[src/rtl/g15_pkg.sv]
// Shared word-format constants for the G-15 serial arithmetic slice.
package g15_pkg;

    localparam int WORD_BITS = 29;
    localparam int BIT_CNT_W = 5;

    localparam logic [BIT_CNT_W-1:0] LAST_BIT = BIT_CNT_W'(WORD_BITS - 1);

endpackage

[src/rtl/serial_add_bit.sv]
// One-bit full-adder cell shared by the AR and PN serial adders.
module serial_add_bit (
    input  logic i_a,
    input  logic i_b,
    input  logic i_c,
    output logic o_sum,
    output logic o_carry
);

    assign o_sum   = i_a ^ i_b ^ i_c;
    assign o_carry = (i_a & i_b) | (i_a & i_c) | (i_b & i_c);

endmodule

[src/rtl/sr_ff.sv]
// Set/reset flip-flop with synchronous reset; clear has priority over set.
module sr_ff (
    input  logic i_clk,
    input  logic i_rst,
    input  logic i_set,
    input  logic i_clr,
    output logic o_q
);

    logic r_q;

    always_ff @(posedge i_clk) begin
        if (i_rst)      r_q <= 1'b0;
        else if (i_clr) r_q <= 1'b0;
        else if (i_set) r_q <= 1'b1;
    end

    assign o_q = r_q;

endmodule

[src/rtl/ar_pn_adder.sv]
// Serial AR / PN adder with bit-timing check.
// Macro G15_PN_ADDER_EN enables the double-word PN path.
module ar_pn_adder
    import g15_pkg::*;
(
    input  logic CLOCK,
    input  logic rst,
    input  logic IB,
    input  logic LINE_AR,
    input  logic LINE_PN,
    input  logic AA,
    input  logic PA,
    input  logic TS,
    input  logic ODD_WORD,
    input  logic PG_CLEAR,
    output logic AR_W,
    output logic PN_W,
    output logic AC,
    output logic PC,
    output logic AR,
    output logic PP,
    output logic DA_OVFLW,
    output logic SYNC_ERR
);

    logic                 r_ac;
    logic [BIT_CNT_W-1:0] r_cnt;
    logic                 w_ar_sum;
    logic                 w_ar_cy;
    logic                 w_armed;
    logic                 w_sync_err;

    serial_add_bit u_ar_add (
        .i_a     (LINE_AR),
        .i_b     (IB),
        .i_c     (r_ac),
        .o_sum   (w_ar_sum),
        .o_carry (w_ar_cy)
    );

    assign AR_W = PG_CLEAR ? 1'b0 : (AA ? w_ar_sum : LINE_AR);

    always_ff @(posedge CLOCK) begin
        if (rst)                     r_ac <= 1'b0;
        else if (TS | PG_CLEAR | ~AA) r_ac <= 1'b0;
        else                         r_ac <= w_ar_cy;
    end

    sr_ff u_ar_sign (
        .i_clk (CLOCK),
        .i_rst (rst),
        .i_set (TS & AA & LINE_AR),
        .i_clr (PG_CLEAR | (TS & AA & ~LINE_AR)),
        .o_q   (AR)
    );

    assign AC = r_ac;

`ifdef G15_PN_ADDER_EN
    logic r_pc;
    logic r_da;
    logic w_pn_sum;
    logic w_pn_cy;
    logic w_pn_top;

    serial_add_bit u_pn_add (
        .i_a     (LINE_PN),
        .i_b     (IB),
        .i_c     (r_pc),
        .o_sum   (w_pn_sum),
        .o_carry (w_pn_cy)
    );

    // Only the odd word's sign slot ends the 58-bit carry chain.
    assign w_pn_top = TS & ODD_WORD;
    assign PN_W     = PG_CLEAR ? 1'b0 : (PA ? w_pn_sum : LINE_PN);

    always_ff @(posedge CLOCK) begin
        if (rst)                           r_pc <= 1'b0;
        else if (w_pn_top | PG_CLEAR | ~PA) r_pc <= 1'b0;
        else                               r_pc <= w_pn_cy;
    end

    // LINE_PN is the value PP takes at this edge: the augend sign.
    always_ff @(posedge CLOCK) begin
        if (rst) r_da <= 1'b0;
        else     r_da <= w_pn_top & PA & ~PG_CLEAR
                         & (LINE_PN == IB) & (PN_W != LINE_PN);
    end

    sr_ff u_pn_sign (
        .i_clk (CLOCK),
        .i_rst (rst),
        .i_set (w_pn_top & PA & LINE_PN),
        .i_clr (PG_CLEAR | (w_pn_top & PA & ~LINE_PN)),
        .o_q   (PP)
    );

    assign PC       = r_pc;
    assign DA_OVFLW = r_da;
`else
    logic w_unused;

    assign w_unused = ^{PA, ODD_WORD};
    assign PN_W     = LINE_PN;
    assign PC       = 1'b0;
    assign PP       = 1'b0;
    assign DA_OVFLW = 1'b0;
`endif

    always_ff @(posedge CLOCK) begin
        if (rst)                  r_cnt <= '0;
        else if (TS)              r_cnt <= BIT_CNT_W'(1);
        else if (r_cnt == LAST_BIT) r_cnt <= '0;
        else                      r_cnt <= r_cnt + BIT_CNT_W'(1);
    end

    // Word framing is only checked once a first TS has been seen.
    sr_ff u_armed (
        .i_clk (CLOCK),
        .i_rst (rst),
        .i_set (TS),
        .i_clr (1'b0),
        .o_q   (w_armed)
    );

    assign w_sync_err = w_armed & (TS ? (r_cnt != '0) : (r_cnt == '0));

    sr_ff u_sync (
        .i_clk (CLOCK),
        .i_rst (rst),
        .i_set (w_sync_err),
        .i_clr (1'b0),
        .o_q   (SYNC_ERR)
    );

endmodule
[config.mk]
export PLATFORM = sky130hd
export DESIGN_NAME = ar_pn_adder
export DESIGN_NICKNAME = d
export VERILOG_FILES = /design/src/rtl/g15_pkg.sv /design/src/rtl/serial_add_bit.sv /design/src/rtl/sr_ff.sv /design/src/rtl/ar_pn_adder.sv
export SDC_FILE = /design/constraint.sdc
export NUM_CORES = 1
export LEC_CHECK = 0
export CORE_AREA = 2 2 39 41
export CTS_CLUSTER_DIAMETER = 60
export CTS_CLUSTER_SIZE = 24
export DETAILED_ROUTE_END_ITERATION = 10
export DIE_AREA = 0 0 41 43
export HOLD_SLACK_MARGIN = 0.12
export PLACE_DENSITY = 0.65
export SLEW_MARGIN = 20
export SYNTH_ARGS = -nofsm -noshare
export SYNTH_HDL_FRONTEND = slang
export SYNTH_SLANG_ARGS = --single-unit
[constraint.sdc]
create_clock -name CLOCK -period 1.4 [get_ports CLOCK]
set_input_delay 0.28 -clock CLOCK [delete_from_list [all_inputs] [get_ports CLOCK]]
set_output_delay 0.28 -clock CLOCK [all_outputs]
set_load 0.01 [all_outputs]
# Yosys cells after proc, flatten, opt, wreduce, memory -nomap -nowiden
# Index checks and enable logic that the tools add are counted.
[totals]
input_bits = 10
out_inout_bits = 8
reg_bits = 9
[op_classes]
eq_ne = 1
n_addsub = 1
muxes = 5
n_reduce_logical = 5
n_bitwise = 16
[ops]
columns = ["op", "count"]
rows = [
  ["AND 1 bit", 7],
  ["adder 5 x 1 -> 5 bit, second input constant", 1],
  ["equality test 5 bit, second input constant", 1],
  ["logical NOT 5 bit", 1],
  ["two-way mux 1 bit", 5],
  ["OR 1 bit", 5],
  ["nonzero test 5 bit", 1],
  ["OR reduction 2 bit", 2],
  ["OR reduction 3 bit", 1],
  ["inverter 1 bit", 2],
  ["bitwise XOR 1 bit", 2],
]

# Logic depth before layout (Yosys ltp)
[depth]
depth_word = 4
ltp_mapped = 5

# By module
# From an unflattened synthesis, not the netlist that was laid out.
[hier_totals]
cells_unflattened = 48
hier_area_um2 = 455.4
[by_module_without_submodules]
columns = ["module", "seq_area_each_um2", "cells_per_inst", "area_each_um2", "n_inst"]
rows = [
  ["ar_pn_adder", 120.1, 38, 334.1, 1],
  ["sr_ff", 20.0, 3, 33.8, 3],
  ["serial_add_bit", 0.0, 1, 20.0, 1],
]

# Least setup slack after synthesis
# No wires, ideal clock.
[synth_timing]
path_type = "register -> output"
from = "reg r_ac (netlist: AC)"
to = "out AR_W"
path_stages_with_launch = 4
t_required_ns = 1.120
path_buffers = 0
arrival_ns = 1.028
path_slack_ns = 0.092
cell_sequence = "dfxtp_1 > fa_1 > mux2i_1 > nor2_1"
[synth_via]
elab_chain_len = 3
[synth_rtl]
columns = ["item", "line", "text"]
rows = [
  ["from (decl)", "ar_pn_adder.sv:26", "logic r_ac;"],
  ["from (signal assigned)", "ar_pn_adder.sv:46", "else r_ac <= w_ar_cy;"],
  ["bitwise XOR 1 bit", "serial_add_bit.sv:10", "assign o_sum = i_a ^ i_b ^ i_c;"],
  ["two-way mux 1 bit (2 in series)", "ar_pn_adder.sv:41", "assign AR_W = PG_CLEAR ? 1'b0 : (AA ? w_ar_sum : LINE_AR);"],
  ["to (decl)", "ar_pn_adder.sv:16", "output logic AR_W,"],
]
# No other way between the ends.

# Final worst setup path
[layout_timing]
from = "in IB"
to = "out AR_W"
[layout_via]
elab_chain_len = 4
[layout_rtl]
columns = ["item", "line", "text"]
rows = [
  ["from (decl)", "ar_pn_adder.sv:8", "input logic IB,"],
  ["bitwise XOR 1 bit (2 in series)", "serial_add_bit.sv:10", ""],
  ["two-way mux 1 bit (2 in series)", "ar_pn_adder.sv:41", ""],
]
# No other way between the ends.

==> impl_results.md <==
* Netlist cell types at 21
* Most frequent cell after synthesis: dfxtp_1
* Input/output buffers at 10
* Worst min path class: flip-flop to flip-flop
* R2R Path Start: r_cnt[0]
* Final ANT Viol Nets at 0
* Vias at ~350
* Yosys reg bits at 9
* Peak VDD IR at 0.4435 mV
* Die width at 41 um
* Finish-stage setup viols at 1
* Vias in the first global route at about 340
* Hold EP: u_sync.o_q
* Crit path required time at around 1.1 ns
* Startpoint types: input port
* DR iter-0 viols at 2
* Final Hold Vio Count at 0
* First-pass GRT wire length at around 1300 um
* Fmax at 615.5 MHz
* Die Ht at 43 um
* Ports at 18
* Sink Count at 9
* Crit Path Category: input port to primary output
* # hold bufs at CTS at 0
* Avg WL per Cell at approximately 9.4 um
* Main area contributors after synthesis: dfxtp_1 40%, buf_4 6.6%, nor2_1 6.6%, ha_1 5.5%, nor4b_4 5.3%
* Global Route Usage Sum at between 10% and 20%
* Hold Path Origin: u_sync.o_q
* Worst R2R End: u_sync.o_q
* Initial core utilization at ~33%
* Gr ovfl total at 0
* Area grow syn2layout at 30.75%
* Rows at 14
* RSZ-0062 raised after global routing: true
* Setup ws final at -0.2247 ns
* Sequential-to-total area share from yosys stat at between 30% and 40%
* CP max FO at 1
* CTS Buf Count at 3
* CTS tree: built
* Failing checks: negative setup slack
* Largest net degree at the start of global routing at 8
* Arr. time, crit path at 1.34 ns
* Nets@finish at 78
* Root Buffer: clkbuf_4
* Clock Skew at 0.0001590 ns
* Reg2reg path depth at 5
* P per Cell Area at 936.1 mW/mm2
* Clk slew on worst S/H paths at 0.06 ns
* Synth area leader: dfxtp_1
* FF-to-FF setup slack at between 0.15 and 0.2 ns
* # diodes at 0
* EDFF count, synth at 0
* Post-route insts no fill at 80
* Final Max Slew Viols at 0
* Hold Path Stages at 1
* Placed cell count at between 70 and 80
* FFs w/ async S/R, synth at 0%
* Worst Setup End Kind: primary output
* Synthesized area at ~450 um2
* Status: finished with violations
* Htree depth at 1
* Clk Latency, worst-skew pair at 0.25 ns
* DRT Pass-1 Iters at 2
* Commonest cells in the netlist: 9 x dfxtp_1, 8 x nor2_1, 4 x buf_4, 4 x nand2_1, 3 x inv_1
* Max Cap Violations at 0
* Maximum buffer depth of the clock tree at 2
* Final Wtd Congestion at approximately 0.64
* Initial antenna violation count at 0
* Routed WL at 751 um
* Warnings, synthesis at 0
* Fillers at ~140
* Post-CTS setup buffer count at 0
* Main synth FF type: dfxtp_1
* Fin crit period at approximately 1.6 ns
* Setup TNS at -0.2247 ns
* Fraction of layout cells with a size suffix above 1 at between 10% and 20%
* Drc violations at 0
* Core area at around 0.0014 mm2
* Fin crit share at 116.1%
* Top-area cell type share of the netlist area at 39.89%
* P_leak at ~0.28 nW
* Vias per cell at approximately 4.4
* Die area at about 0.0018 mm2
* Syn Inst Count at between 40 and 50
* Synth Area per Inst at ~9.2 um2
* Dpl hpwl at between 600 and 700 um
## worst max-delay path, cell delays in order
cell           delay, ns
dlygate4sd2_1       0.25
fa_1                0.53
mux2i_1             0.07
nor2_1              0.09
buf_2               0.13
## layout by cell type, fill, tap and decap left out
| cell type | netlist | final |
|---|---|---|
| xor2_1 | 2 | 2 |
| inv_1 | 3 | 3 |
| nand3_1 | 2 | 2 |
| nand4_1 | 1 | 1 |
| buf_4 | 4 | 4 |
| dlygate4sd2_1 | 0 | 5 |
| clkdlybuf4s50_1 | 0 | 4 |
| clkbuf_4 | 0 | 3 |
| nor2_1 | 8 | 8 |
| clkbuf_1 | 0 | 1 |
| ha_1 | 2 | 2 |
| nand2_1 | 4 | 4 |
| nor4b_4 | 1 | 1 |
| nor3_1 | 2 | 2 |
| dfxtp_1 | 9 | 8 |
| conb_1 | 1 | 3 |
| fa_1 | 1 | 1 |
| xnor2_1 | 1 | 1 |
| a221o_1 | 1 | 1 |
| mux2i_1 | 2 | 2 |
| a21oi_1 | 1 | 1 |
| dfxtp_2 | 0 | 1 |
| nor3b_1 | 1 | 1 |
| nor4_1 | 1 | 1 |
| and3_1 | 1 | 1 |
| buf_2 | 1 | 1 |
## registers in the layout, indices dropped and copies added, names as in the netlist
register and count:
u_armed.o_q 1, r_cnt 5, u_ar_sign.o_q 1, u_sync.o_q 1
AC 1
## metrics by stage
step	hold WS (ns)	setup slack [ns]	total power [mW]	area (um2)	utilization, %
6_report	0.4877	-0.2247	0.5528	590.6	42.68
5_1_grt	0.5378	-0.3077	0.6026	590.6	42.68
4_1_cts	0.4860	-0.2346	0.5712	590.6	42.68
3_5_place_dp	0.4755	-0.8168	0.3681	574.3	41.50
3_3_place_gp	0.4722	-0.8062	0.3658	574.3	41.50
2_1_floorplan	0.3555	0.09191	0.3284	459.2	-
## worst max-delay path by stage
stage	cells after the start	slack [ns]	start	end
detailed placement	5	-0.82	IB	AR_W
global route	4	-0.31	AC	AR_W
CTS	4	-0.23	AC	AR_W
global placement	5	-0.81	IB	AR_W
floorplan	3	0.09	AC	AR_W
finish	5	-0.22	IB	AR_W
## layout make-up
cell class / instances / area [um2] / share of cell area [%]
flip-flops and latches: 9 / 181.4 / 30.72
clock buffers: 4 / 26.28 / 4.449
repair buffers: 14 / 118.9 / 20.13
well taps: 16 / 20.02 / 3.390
multi-input cells: 34 / 232.7 / 39.41
inverters: 3 / 11.26 / 1.907
## cell families after synthesis
logic type      count (synthesis)  share of synthesized area (%)
compound gates                  2                          3.323
xor+xnor                        3                          5.818
fa+ha+maj                       3                          9.972
buf+inv                         8                          10.25
flops                           9                          39.89
mux                             2                          4.432
other cells                     1                         0.8302
simple gates                   21                          25.49
## routing by layer
metal | wire [um] | global-route usage [%]
met1 | 355 | 13.68
met2 | 347 | 15.63
met3 | 48 | 4.712
met4 | 0 | 8.000
met5 | 0 | 0
## timing repair
item / 4_1_cts / 5_1_grt
pin swaps: 0 / 1
endpoints found under the setup margin: 4 / 1
resized for setup: 10 / 0
gates cloned: 0 / 0
## report_power, final
group	switching, mW	internal, mW
clock network	0.0890	0.110
logic	0.0360	0.0454
registers	0.00658	0.266
total	0.132	0.421
(Power assumes the default switching activity.)
